`src/rtl/mux_pkg.sv`:
```
// Shared constants and sizing helpers for the registered N-channel multiplexer.
package mux_pkg;

  localparam logic MODE_DIRECT = 1'b0;
  localparam logic MODE_SCAN   = 1'b1;

  function automatic int clog2(input int v);
    int r;
    r = 0;
    while ((1 << r) < v) r++;
    return r;
  endfunction

  // Counter width that never collapses to zero bits (DWELL=1 still needs a register).
  function automatic int cnt_width(input int v);
    return (clog2(v) < 1) ? 1 : clog2(v);
  endfunction

endpackage

```
`src/rtl/mux_nx1.sv`:
```
// Combinational N-to-1 selector; out-of-range indices return zero.
module mux_nx1
  import mux_pkg::*;
#(
  parameter int N  = 16,
  parameter int W  = 1,
  parameter int SW = clog2(N)
) (
  input  logic [N*W-1:0] in,
  input  logic [SW-1:0]  idx,
  output logic [W-1:0]   out
);

  always_comb begin
    out = '0;
    for (int k = 0; k < N; k++) begin
      if (idx == SW'(k)) out = in[k*W +: W];
    end
  end

endmodule

```
`src/rtl/mux_seq_nx1.sv`:
```
// Registered N-channel mux with direct-select and auto-scan modes.
// With DWELL=1 the channel moves every cycle, so out_valid stays low for the whole scan.
module mux_seq_nx1
  import mux_pkg::*;
#(
  parameter int N     = 16,
  parameter int W     = 1,
  parameter int SW    = clog2(N),
  parameter int DWELL = 4
) (
  input  logic           clk,
  input  logic           rst,
  input  logic [N*W-1:0] in,
  input  logic [SW-1:0]  sel,
  input  logic           load,
  input  logic           mode,
  output logic [W-1:0]   out,
  output logic           out_valid,
  output logic [SW-1:0]  ch,
  output logic           wrap,
  output logic           sel_err
);

  localparam int             CW       = cnt_width(DWELL);
  localparam logic [SW-1:0]  LAST_CH  = SW'(N - 1);
  localparam logic [CW-1:0]  LAST_CNT = CW'(DWELL - 1);
  localparam logic [SW:0]    N_EXT    = (SW + 1)'(N);

  logic [CW-1:0] cnt, cnt_next;
  logic [SW-1:0] ch_next;
  logic          wrap_next, err_next;
  logic [W-1:0]  mux_out;

  mux_nx1 #(.N(N), .W(W), .SW(SW)) u_mux (
    .in  (in),
    .idx (ch),
    .out (mux_out)
  );

  // The dwell counter is only live in scan mode; direct mode keeps it at zero so
  // that entering scan always grants the current channel a full dwell.
  always_comb begin
    ch_next   = ch;
    cnt_next  = '0;
    wrap_next = 1'b0;
    err_next  = 1'b0;
    if (mode == MODE_SCAN) begin
      if (cnt == LAST_CNT) begin
        if (ch == LAST_CH) begin
          ch_next   = '0;
          wrap_next = 1'b1;
        end else begin
          ch_next = ch + 1'b1;
        end
      end else begin
        cnt_next = cnt + 1'b1;
      end
    end else if (load) begin
      if ({1'b0, sel} < N_EXT) ch_next = sel;
      else                     err_next = 1'b1;
    end
  end

  // out always lags ch by one cycle, so it is only valid when ch did not move.
  always_ff @(posedge clk) begin
    if (rst) begin
      ch        <= '0;
      cnt       <= '0;
      out       <= '0;
      out_valid <= 1'b0;
      wrap      <= 1'b0;
      sel_err   <= 1'b0;
    end else begin
      ch        <= ch_next;
      cnt       <= cnt_next;
      out       <= mux_out;
      out_valid <= (ch_next == ch);
      wrap      <= wrap_next;
      sel_err   <= err_next;
    end
  end

endmodule

```
`config.mk`:
```
export PLATFORM = sky130hd
export DESIGN_NAME = mux_seq_nx1
export DESIGN_NICKNAME = d
export VERILOG_FILES = /design/src/rtl/mux_pkg.sv /design/src/rtl/mux_nx1.sv /design/src/rtl/mux_seq_nx1.sv
export SDC_FILE = /design/constraint.sdc
export NUM_CORES = 1
export LEC_CHECK = 0
export BUFFER_PORTS_ARGS = -buffer_cell sky130_fd_sc_hd__buf_2
export CAP_MARGIN = 20
export CORE_ASPECT_RATIO = 0.7
export CORE_MARGIN = 4
export CORE_UTILIZATION = 30
export CTS_BUF_LIST = sky130_fd_sc_hd__clkbuf_8
export DETAILED_ROUTE_END_ITERATION = 7
export PLACE_DENSITY = 0.66
export SYNTH_ARGS = -nofsm -noshare
export SYNTH_HDL_FRONTEND = slang
export SYNTH_SLANG_ARGS = --single-unit
```
`constraint.sdc`:
```
create_clock -name clk -period 2 [get_ports clk]
set_input_delay 0.3 -clock clk [delete_from_list [all_inputs] [get_ports clk]]
set_output_delay 0.3 -clock clk [all_outputs]
set_load 0.1 [all_outputs]
```
==> reports/summary.txt, run 1 <==
setup tns final -> 0 ns
Final Skew -> 0.00489 ns
# fillers -> 221
GR Overflow Total -> 0
clock latency on the worst-skew pair -> 0.23 ns
part of the power in registers -> 34.3%
Met1 Wirelength -> 860 um
Initial Utilization -> 31.7%
initial antenna violation count -> 0
Die Area -> 3120 um^2
drt via density -> 5.02
syn_area_per_cell -> 8.43 um^2
total power draw -> 0.000595 W
dpl ws -> 0.225 ns
fin cells -> 141
CTS tree -> built
n_diodes -> 0
clk root buf -> clkbuf_8
Max clock buf depth -> 2
worst vdd ir -> 0.000344 V
Routed Antenna Nets -> 0
Post-CTS Setup Repair Bufs -> 0
port buffer count -> 30
WL per Instance -> 12.7 um
Largest stage delay, worst path -> 0.38 ns
Total GRT Usage -> 11.6%
first-pass detailed-route iteration total -> 4
cts bufs inserted -> 3
final max-slew violation count -> 0
critical path data required time -> 2.12 ns
DPL Wire Length -> 1.40 mm
Starting DRT DRC Count -> 21
Setup crit end kind -> flop
syn_nets -> 110
RSZ-0062 raised after global routing -> false
largest net degree at the start of global routing -> 15
multi-input gate area in the final layout -> 458 um^2
hold_buf cts -> 0
Leakage -> 0.395 nW
delay-heaviest family, CP -> compound AO/OA/AOI/OAI gates
Reg2Reg Depth -> 6
met3 WL post-DR -> 201 um
Hold Violations, Final -> 0
Final setup viols -> 0
worst reg-to-reg setup slack -> 0.16 ns
worst flop-to-flop path startpoint -> ch[1]
Chip Width -> 65.0 um
chip height -> 47.9 um
sequential area share after synthesis -> 26.4%
via count -> 708
pwr dens -> 663 nW/um^2
uppermost layer routed -> met4
Inst Count DP -> 137
core area -> 2150 um^2
Max-Cap Viols -> 0
row count -> 14
Worst Setup SP -> ch[1]
layout cells sized above 1 -> 34.9%
cell internal pwr -> 0.000386 W
clock sink count -> 9
Area Growth Syn to Fin -> 31.3%
hold-critical path depth -> 3
worst min-delay path class -> primary input to flop
Max FO, Critical Path -> 8
Post-Route Utilization -> 41.6%
Clock H-tree levels -> 1
final net count -> 139
status -> completed
fin crit share -> 91.8%
CP Data Arrival Time -> 1.95 ns
Sw Ratio -> 35.2%
register area -> 189 um^2
CP bufs+invs -> 1
Ys Warns -> 0
worst setup margin -> 0.164 ns
clock share of power -> 34.5%
Netlist Area Pre-Place -> 683 um^2
Hold EP -> ch[0]
Resized cells post-CTS -> 0
Cell Chain, Critical Path -> inv_1, ha_1, and3b_1, a2111oi_1, o41ai_1, a32o_1
FMAX -> 0.545 GHz
min Tclk post-route -> 1.84 ns
FF-to-FF End -> out
Switch Pwr -> 0.000209 W
first-pass GRT wire length -> 2.75 mm
vias in the first global route -> 599
critical path startpoint category -> flop
DRC -> 0
CP max stage cell -> a2111oi_1
CP Class -> flop to flop
min-delay src -> sel[0]
count of different cell masters after synthesis -> 39
final WL -> 1.79 mm
Synth Instances -> 81
Yosys reg bits -> 9
RD Place Congestion -> 0.862
part of the power in combinational logic -> 31.1%
met2 WL -> 704 um
IO Pins -> 32
clock-pin slew of the registers on the worst-case setup and hold paths -> 0.05 ns
-- kinds of logic after synthesis --
family	after synthesis	share of synthesized area, %
compound gates	25	26.6
simple gates	22	17.9
buf+inv	10	6.59
flops	9	26.4
fa+ha+maj	5	9.16
mux	5	7.69
xor+xnor	4	5.13
other cells	1	0.549
-- routing by layer --
metal | track usage, % | vias up
li1 | - | 361
met2 | 16.9 | 33
met3 | 5.63 | 5
met4 | 3.72 | 0
met5 | 0 | -
met1 | 15.3 | 309
-- how the worst max path moves through the flow --
stage,endpoint,slack [ns],depth (start not counted)
2_1_floorplan,out,0.09,6
3_3_place_gp,out,0.27,6
3_5_place_dp,out,0.22,6
4_1_cts,out,0.19,6
5_1_grt,out,0.11,6
6_report,out,0.16,6
-- flip-flops by register name, indices dropped and copies added (netlist names) --
| name | cells |
|---|---|
| ch | 4 |
| cnt | 2 |
| out | 1 |
| out_valid | 1 |
| wrap | 1 |
-- stage by stage --
step           area (um^2)  hold WS (ns)
4_1_cts                897         0.350
3_3_place_gp           852         0.417
6_report               897         0.348
5_1_grt                897         0.365
3_5_place_dp           852         0.422
2_1_floorplan          692         0.408
-- Yosys cell counts --
cell type | n | area, um^2
a32o_1 | 1 | 10.0
o2111ai_1 | 1 | 8.76
nand2b_1 | 1 | 6.26
a211oi_1 | 4 | 30.0
ha_1 | 5 | 62.6
and3_1 | 1 | 6.26
o22ai_1 | 1 | 6.26
nor4b_1 | 1 | 8.76
dfxtp_1 | 9 | 180
o21ai_0 | 2 | 10.0
a311oi_1 | 1 | 8.76
buf_4 | 1 | 7.51
a311o_1 | 1 | 10.0
o41ai_1 | 1 | 8.76
a21oi_1 | 4 | 20.0
mux2_2 | 2 | 22.5
a2111oi_1 | 1 | 10.0
clkbuf_1 | 2 | 7.51
mux2i_1 | 3 | 30.0
nor3_1 | 1 | 5.00
nor4bb_1 | 1 | 10.0
nand3_1 | 3 | 15.0
nor2b_1 | 3 | 18.8
a22o_1 | 1 | 8.76
nor4_1 | 1 | 6.26
a31oi_1 | 3 | 18.8
conb_1 | 1 | 3.75
nand2_1 | 4 | 15.0
inv_1 | 4 | 15.0
clkbuf_2 | 1 | 5.00
nor2_1 | 4 | 15.0
o211ai_1 | 2 | 15.0
or2b_1 | 1 | 7.51
buf_2 | 2 | 10.0
a2111oi_0 | 1 | 8.76
o31ai_1 | 1 | 7.51
xnor2_1 | 3 | 26.3
and3b_1 | 1 | 8.76
xor2_1 | 1 | 8.76
-- layout make-up --
cell class | count | area share [%]
inverter | 4 | 1.67
tap | 32 | 4.46
sequential | 9 | 21.1
clock inverter | 1 | 0.418
timing repair buffer | 30 | 16.7
clock buffer | 3 | 4.60
multi-input combinational | 62 | 51.0
-- cells in the final DEF (no fill, tap or decap), types with 4 or more instances in the layout --
cell type,Yosys,routed
ha_1,5,5
nand2_1,4,4
dfxtp_1,9,6
a21oi_1,4,4
buf_2,2,30
nor2_1,4,4
a211oi_1,4,4
inv_1,4,5
-- worst min-delay path: stages --
cell	delay [ns]
buf_2	0.11
nand2_1	0.05
a31oi_1	0.07
-- power by group through the flow --
stage	sequential, W	combinational [W]	clock (W)
2_1_floorplan	0.000264	0.0000835	0
3_3_place_gp	0.000207	0.000184	0
3_5_place_dp	0.000207	0.000185	0
4_1_cts	0.000204	0.000186	0.000210
5_1_grt	0.000206	0.000199	0.000218
6_report	0.000204	0.000185	0.000205
(Power assumes the default switching activity.)
==> run 2, diff against run 1 <==
--- a/config.mk
+++ b/config.mk
@@ -5,14 +5,14 @@
 export SDC_FILE = /design/constraint.sdc
 export NUM_CORES = 1
 export LEC_CHECK = 0
-export BUFFER_PORTS_ARGS = -buffer_cell sky130_fd_sc_hd__buf_2
 export CAP_MARGIN = 20
 export CORE_ASPECT_RATIO = 0.7
 export CORE_MARGIN = 4
 export CORE_UTILIZATION = 30
 export CTS_BUF_LIST = sky130_fd_sc_hd__clkbuf_8
 export DETAILED_ROUTE_END_ITERATION = 7
-export PLACE_DENSITY = 0.66
+export DONT_BUFFER_PORTS = 1
+export PLACE_DENSITY = 0.54
 export SYNTH_ARGS = -nofsm -noshare
 export SYNTH_HDL_FRONTEND = slang
 export SYNTH_SLANG_ARGS = --single-unit
==> run 2 against run 1 <==
Effect of this change:
- core utilization down 4.5 points
- cell area is 11% lower
- clock power about the same
- non-clock buffer count is 23 lower
- critical path depth unchanged
- final cell count decreased by 16%
- fmax up 2.0%
- sequential power barely moved
- global-route usage is 0.10 points lower
- largest cell class unchanged
- highest routed layer unchanged
==> reports/summary.txt, run 2 (synthesis gave the netlist of run 1 again) <==
post-layout instance area -> 800 um^2 (-11%)
initial antenna violation count -> 0 (unchanged)
CP Data Arrival Time -> 1.92 ns (-0.03 ns)
IO Pins -> 32 (unchanged)
Max clock buf depth -> 2 (unchanged)
GR Overflow Total -> 0 (unchanged)
largest registers -> ch: 4 flops, cnt: 2 flops
min Tclk post-route -> 1.80 ns (-0.0367 ns)
Hold Violations, Final -> 0 (unchanged)
first-pass detailed-route iteration total -> 4 (unchanged)
first-pass GRT wire length -> 2.66 mm (-3.3%)
final WL -> 1.72 mm (-3.9%)
Max FO, Critical Path -> 5 (-3)
critical path startpoint category -> flop
worst vdd ir -> 0.000277 V (-19%)
clock-pin slew of the registers on the worst-case setup and hold paths -> 0.04 ns (about the same)
Final Skew -> 0.00130 ns (-0.00360 ns)
cts bufs inserted -> 3 (unchanged)
Clock H-tree levels -> 1 (unchanged)
final net count -> 116 (-17%)
vias in the first global route -> 581 (-3.0%)
clock sink count -> 9 (unchanged)
Die Area -> 3120 um^2 (unchanged)
Setup crit end kind -> flop
Post-CTS Setup Repair Bufs -> 0 (unchanged)
FMAX -> 0.556 GHz (+2.0%)
clk root buf -> clkbuf_8
Max-Cap Viols -> 0 (unchanged)
DPL Wire Length -> 1.37 mm (-2.3%)
row count -> 14 (unchanged)
WL per Instance -> 14.6 um (+15%)
critical path data required time -> 2.12 ns (about the same)
Chip Width -> 65.0 um (unchanged)
chip height -> 47.9 um (unchanged)
drt via density -> 5.50 (+9.5%)
max reg flops -> 4 (unchanged)
commonest non-fill, non-tap cells in the layout -> buf_4 (7), dfxtp_1 (6), inv_1 (5), ha_1 (5)
port buffer count -> 0 (-100%)
RSZ-0062 raised after global routing -> false
Routed Antenna Nets -> 0 (unchanged)
DRC -> 0 (unchanged)
most common cell after layout, fill and taps aside -> buf_4
fin crit share -> 89.9% (-1.8 points)
Final setup viols -> 0 (unchanged)
RD Place Congestion -> 0.844 (-2.1%)
# fillers -> 229 (+3.6%)
Biggest register -> ch
pwr dens -> 718 nW/um^2 (+8.2%)
status -> completed
Total GRT Usage -> 11.5% (-0.10 points)
Resized cells post-CTS -> 0 (unchanged)
worst min-delay path class -> primary input to flop
layout cells sized above 1 -> 17.4% (-17 points)
hold_buf cts -> 0 (unchanged)
hold_ws -> 0.128 ns (-0.220 ns)
clock latency on the worst-skew pair -> 0.23 ns (about the same)
Leakage -> 0.306 nW (-23%)
Cell Area, Placed -> 754 um^2 (-11%)
largest net degree at the start of global routing -> 15 (unchanged)
Area Growth Syn to Fin -> 17.0%
n_diodes -> 0 (unchanged)
setup tns final -> 0 ns (unchanged)
final max-slew violation count -> 0 (unchanged)
Initial Utilization -> 31.7% (unchanged)
via count -> 649 (-8.3%)
core area -> 2150 um^2 (unchanged)
CP Class -> flop to flop
CTS tree -> built
Starting DRT DRC Count -> 35 (+67%)
## run 2: per-layer routing
layer / vias up / wire length [um] / track usage (%)
met5: - / 0 / 0
met4: 0 / 24 / 5.37
met3: 2 / 223 / 5.87
met2: 39 / 795 / 18.9
met1: 293 / 678 / 13.0
li1: 315 / - / -
## run 2: critical path, stage by stage, from the launching register on
cell and delay (ns):
dfxtp_4 0.34, inv_1 0.12, ha_1 0.25, and3b_1 0.20, a2111oi_1 0.37, o41ai_1 0.15, a32o_1 0.26
## run 2: per-stage QoR
stage | instances | utilization [%] | setup WS, ns | power [W]
floorplan | 81 | - | 0.0923 | 0.000348
global placement | 114 | 35.0 | 0.295 | 0.000370
detailed placement | 114 | 35.0 | 0.215 | 0.000370
CTS | 118 | 37.1 | 0.199 | 0.000583
global route | 118 | 37.1 | 0.128 | 0.000602
finish | 118 | 37.1 | 0.201 | 0.000574
## run 2: worst paths after layout
kind                            endpoint  startpoint  cells after the start  slack, ns
worst max-delay path                 out       ch[1]                      6       0.20
worst min-delay path               ch[1]         rst                      1       0.13
worst max register to register       out       ch[1]                      6       0.20
worst min register to register    cnt[0]      cnt[0]                      1       0.43
## run 2: layout make-up
cell class              instances  area [um^2]  area share, %
well taps                      32         40.0           5.01
flip-flops and latches          9          189           23.6
multi-input cells              62          458           57.3
inverters                       4         15.0           1.88
clock inverters                 1         3.75          0.469
repair buffers                  7         52.6           6.57
clock buffers                   3         41.3           5.16
## run 2: power by group
part	internal, W	switching, W
clock network	0.000134	0.0000731
logic	0.0000515	0.000113
registers	0.000190	0.0000116
total	0.000376	0.000198
==> run 3, diff against run 2 <==
--- a/config.mk
+++ b/config.mk
@@ -5,6 +5,7 @@
 export SDC_FILE = /design/constraint.sdc
 export NUM_CORES = 1
 export LEC_CHECK = 0
+export ABC_AREA = 1
 export CAP_MARGIN = 20
 export CORE_ASPECT_RATIO = 0.7
 export CORE_MARGIN = 4
@@ -13,6 +14,7 @@
 export DETAILED_ROUTE_END_ITERATION = 7
 export DONT_BUFFER_PORTS = 1
 export PLACE_DENSITY = 0.54
+export RECOVER_POWER = 100
 export SYNTH_ARGS = -nofsm -noshare
 export SYNTH_HDL_FRONTEND = slang
 export SYNTH_SLANG_ARGS = --single-unit
==> run 3 against run 2 <==
Effect of this change:
- critical path depth increased by 2
- critical endpoint is now out_valid
- count of clock-buffer cells in the layout did not move
- combinational power increased by 16%
- sequential share of layout area shrank 3.1 points
- via count increased by 16%
- largest power group is now registers
- sequential cell count is the same
==> reports/summary.txt, run 3 <==
cts bufs inserted -> 3 (unchanged)
Synth Instances -> 123 (+52%)
Max clock buf depth -> 2 (unchanged)
CP dominant cell by count -> nand2_1
hold-critical path depth -> 1 (unchanged)
FMAX -> 0.579 GHz (+4.2%)
Inst Count DP -> 162 (+42%)
FF-to-FF End -> out_valid
drt via density -> 4.53 (-18%)
part of the power in combinational logic -> 31.9% (+3.2 points)
vias in the first global route -> 674 (+16%)
Worst-Margin Slew -> 1.16 ns
Hold EP -> ch[1]
Leakage -> 0.459 nW (+50%)
Max-Cap Viols -> 0 (unchanged)
syn_nets -> 152 (+38%)
Biggest register -> ch
Post-CTS Setup Repair Bufs -> 0 (unchanged)
delay-heaviest family, CP -> buffers and inverters
fin cells -> 166 (+41%)
cell internal pwr -> 0.000371 W (-1.2%)
Initial Utilization -> 31.5% (-0.21 points)
most common cell after layout, fill and taps aside -> nand2_1
Cell Chain, Critical Path -> clkbuf_2, nand4_1, xor2_1, nand3_1, nand2_1, inv_1, nand2_1, a21oi_2
clock sink count -> 9 (unchanged)
largest area contributor in the netlist -> dfxtp_1
DPL Wire Length -> 1.65 mm (+21%)
CP Class -> flop to flop
clock share of power -> 33.9% (-2.2 points)
WL per Instance -> 11.8 um (-19%)
Netlist Area Pre-Place -> 774 um^2 (+13%)
syn_area_per_cell -> 6.30 um^2 (-25%)
Starting DRT DRC Count -> 51 (+46%)
n_diodes -> 0 (unchanged)
via count -> 752 (+16%)
commonest non-fill, non-tap cells in the layout -> nand2_1 (28), inv_1 (22), nand3_1 (11), a21oi_1 (11), nor2_1 (11)
Post-Route Utilization -> 35.7% (-1.4 points)
CP max stage cell -> clkbuf_2
pwr dens -> 681 nW/um^2 (-5.1%)
Ys Warns -> 0 (unchanged)
initial antenna violation count -> 0 (unchanged)
critical path data required time -> 2.17 ns (+0.05 ns)
Clock H-tree levels -> 1 (unchanged)
Resized cells post-CTS -> 0 (unchanged)
row count -> 15 (+1)
Chip Width -> 68.7 um (+5.7%)
Reg2Reg Depth -> 8 (+2)
status -> completed
largest registers -> ch: 4 flops, cnt: 2 flops
largest net degree at the start of global routing -> 10 (-5)
RD Place Congestion -> 0.904 (+7.0%)
Yosys reg bits -> 9 (unchanged)
setup tns final -> 0 ns (unchanged)
Main synth FF type -> dfxtp_1
part of the power in registers -> 34.2% (-1.0 points)
Total GRT Usage -> 12.2% (+0.66 points)
top-count cell post-synth -> nand2_1
Area Growth Syn to Fin -> 13.2%
hold_buf cts -> 0 (unchanged)
worst flop-to-flop path startpoint -> ch[1]
Setup crit end kind -> flop
top post-synthesis cells by count -> nand2_1 (28), inv_1 (20), a21oi_1 (11), nor2_1 (11), nand3_1 (10)
first-pass detailed-route iteration total -> 4 (unchanged)
Routed Antenna Nets -> 0 (unchanged)
RSZ-0062 raised after global routing -> false
clock latency on the worst-skew pair -> 0.23 ns (about the same)
Switch Pwr -> 0.000226 W (+14%)
area share of the largest cell type after synthesis -> 23.3% (-3.1 points)
clock-pin slew of the registers on the worst-case setup and hold paths -> 0.04 ns (about the same)
Hold Violations, Final -> 0 (unchanged)
DRC -> 0 (unchanged)
Sw Ratio -> 37.9% (+3.3 points)
GR Overflow Total -> 0 (unchanged)
clk root buf -> clkbuf_8
Final setup viols -> 0 (unchanged)
layout cells sized above 1 -> 14.4% (-3.0 points)
Largest stage delay, worst path -> 0.53 ns (+0.16 ns)
port buffer count -> 0 (unchanged)
Final Skew -> 0.00168 ns (+0.000387 ns)
Post-synth EDFFs -> 0 (unchanged)
count of different cell masters after synthesis -> 27 (-31%)
IO Pins -> 32 (unchanged)
critical path startpoint category -> flop
core area -> 2460 um^2 (+14%)
hold_ws -> 0.138 ns (+0.0102 ns)
chip height -> 50.5 um (+5.4%)
worst reg-to-reg setup slack -> 0.27 ns (+0.07 ns)
CP Data Arrival Time -> 1.89 ns (-0.03 ns)
min Tclk post-route -> 1.73 ns (-0.0723 ns)
first-pass GRT wire length -> 3.15 mm (+18%)
CP bufs+invs -> 2 (+1)
Max FO, Critical Path -> 4 (-1)
final WL -> 1.97 mm (+14%)
worst min-delay path class -> primary input to flop
max reg flops -> 4 (unchanged)
asr flop ratio synth -> 0% (unchanged)
final max-slew violation count -> 0 (unchanged)
min-delay src -> rst
sequential area share after synthesis -> 23.3% (-3.1 points)
largest cells by area after synthesis -> dfxtp_1 (23%), nand2_1 (14%), inv_1 (9.7%)
Slew headroom -> 22.9%
worst vdd ir -> 0.000295 V (+6.6%)
Die Area -> 3470 um^2 (+11%)
final net count -> 162 (+40%)
CTS tree -> built
fin crit share -> 86.3% (-3.6 points)
-- run 3: cell count changes in the layout (fill, tap and decap cells not counted), sizes merged, moves of 4 or more --
cell,delta
nor2,+8
a211oi,-4
buf,-5
nand3,+8
nand2,+26
a21oi,+10
clkbuf,+6
inv,+20
-- run 3: routing by layer --
metal	GRT usage (%)	wire length, um	part of all wire (%)	up-vias
met5	0	0	0	-
met4	0.971	0	0	0
met3	7.16	261	13	0
met2	14.7	739	38	25
met1	18.7	965	49	324
li1	-	-	-	403
-- run 3: power groups by stage --
stage	clock, W	combinational [W]	sequential, W
4_1_cts	0.000211	0.000197	0.000205
5_1_grt	0.000224	0.000208	0.000205
3_3_place_gp	0	0.000196	0.000207
2_1_floorplan	0	0.000102	0.000272
3_5_place_dp	0	0.000196	0.000208
6_report	0.000203	0.000191	0.000204
-- run 3: cell type report --
cell class | instances | area [um^2]
clock buffer | 3 | 41.3
clock inverter | 1 | 3.75
fill | 265 | 1580
inverter | 24 | 92.6
multi-input combinational | 87 | 473
sequential | 9 | 180
tap | 34 | 42.5
timing repair buffer | 8 | 43.8
-- run 3: worst max path at each step --
stage	start	endpoint	slack [ns]	cells past startpoint
6_report	ch[1]	out_valid	0.27	8
3_5_place_dp	ch[2]	out_valid	0.49	8
5_1_grt	ch[1]	out_valid	0.16	8
2_1_floorplan	ch[2]	out_valid	0.009	9
4_1_cts	ch[2]	ch[2]	0.36	2
3_3_place_gp	ch[2]	out_valid	0.47	8
-- run 3: per-stage QoR --
step | power, W | setup slack [ns] | cell area, um^2
floorplan | 0.000374 | 0.00933 | 777
global placement | 0.000403 | 0.475 | 856
detailed placement | 0.000404 | 0.486 | 856
CTS | 0.000612 | 0.360 | 901
global route | 0.000637 | 0.161 | 877
finish | 0.000597 | 0.273 | 877
-- run 3: worst reg2reg max path, stage by stage, from the launching register on --
cell      delay, ns
dfxtp_1        0.39
clkbuf_2       0.53
nand4_1        0.19
xor2_1         0.18
nand3_1        0.07
nand2_1        0.07
inv_1          0.07
nand2_1        0.06
a21oi_2        0.10
-- run 3: cell families (layout without fill, tap and decap cells) --
group,after synthesis,after routing,synth area share [%]
compound gates,22,22,16.8
xor+xnor,4,4,4.52
fa+ha+maj,5,5,8.08
buf+inv,27,36,15.0
flops,9,9,23.3
other cells,1,1,0.484
simple gates,55,55,31.8
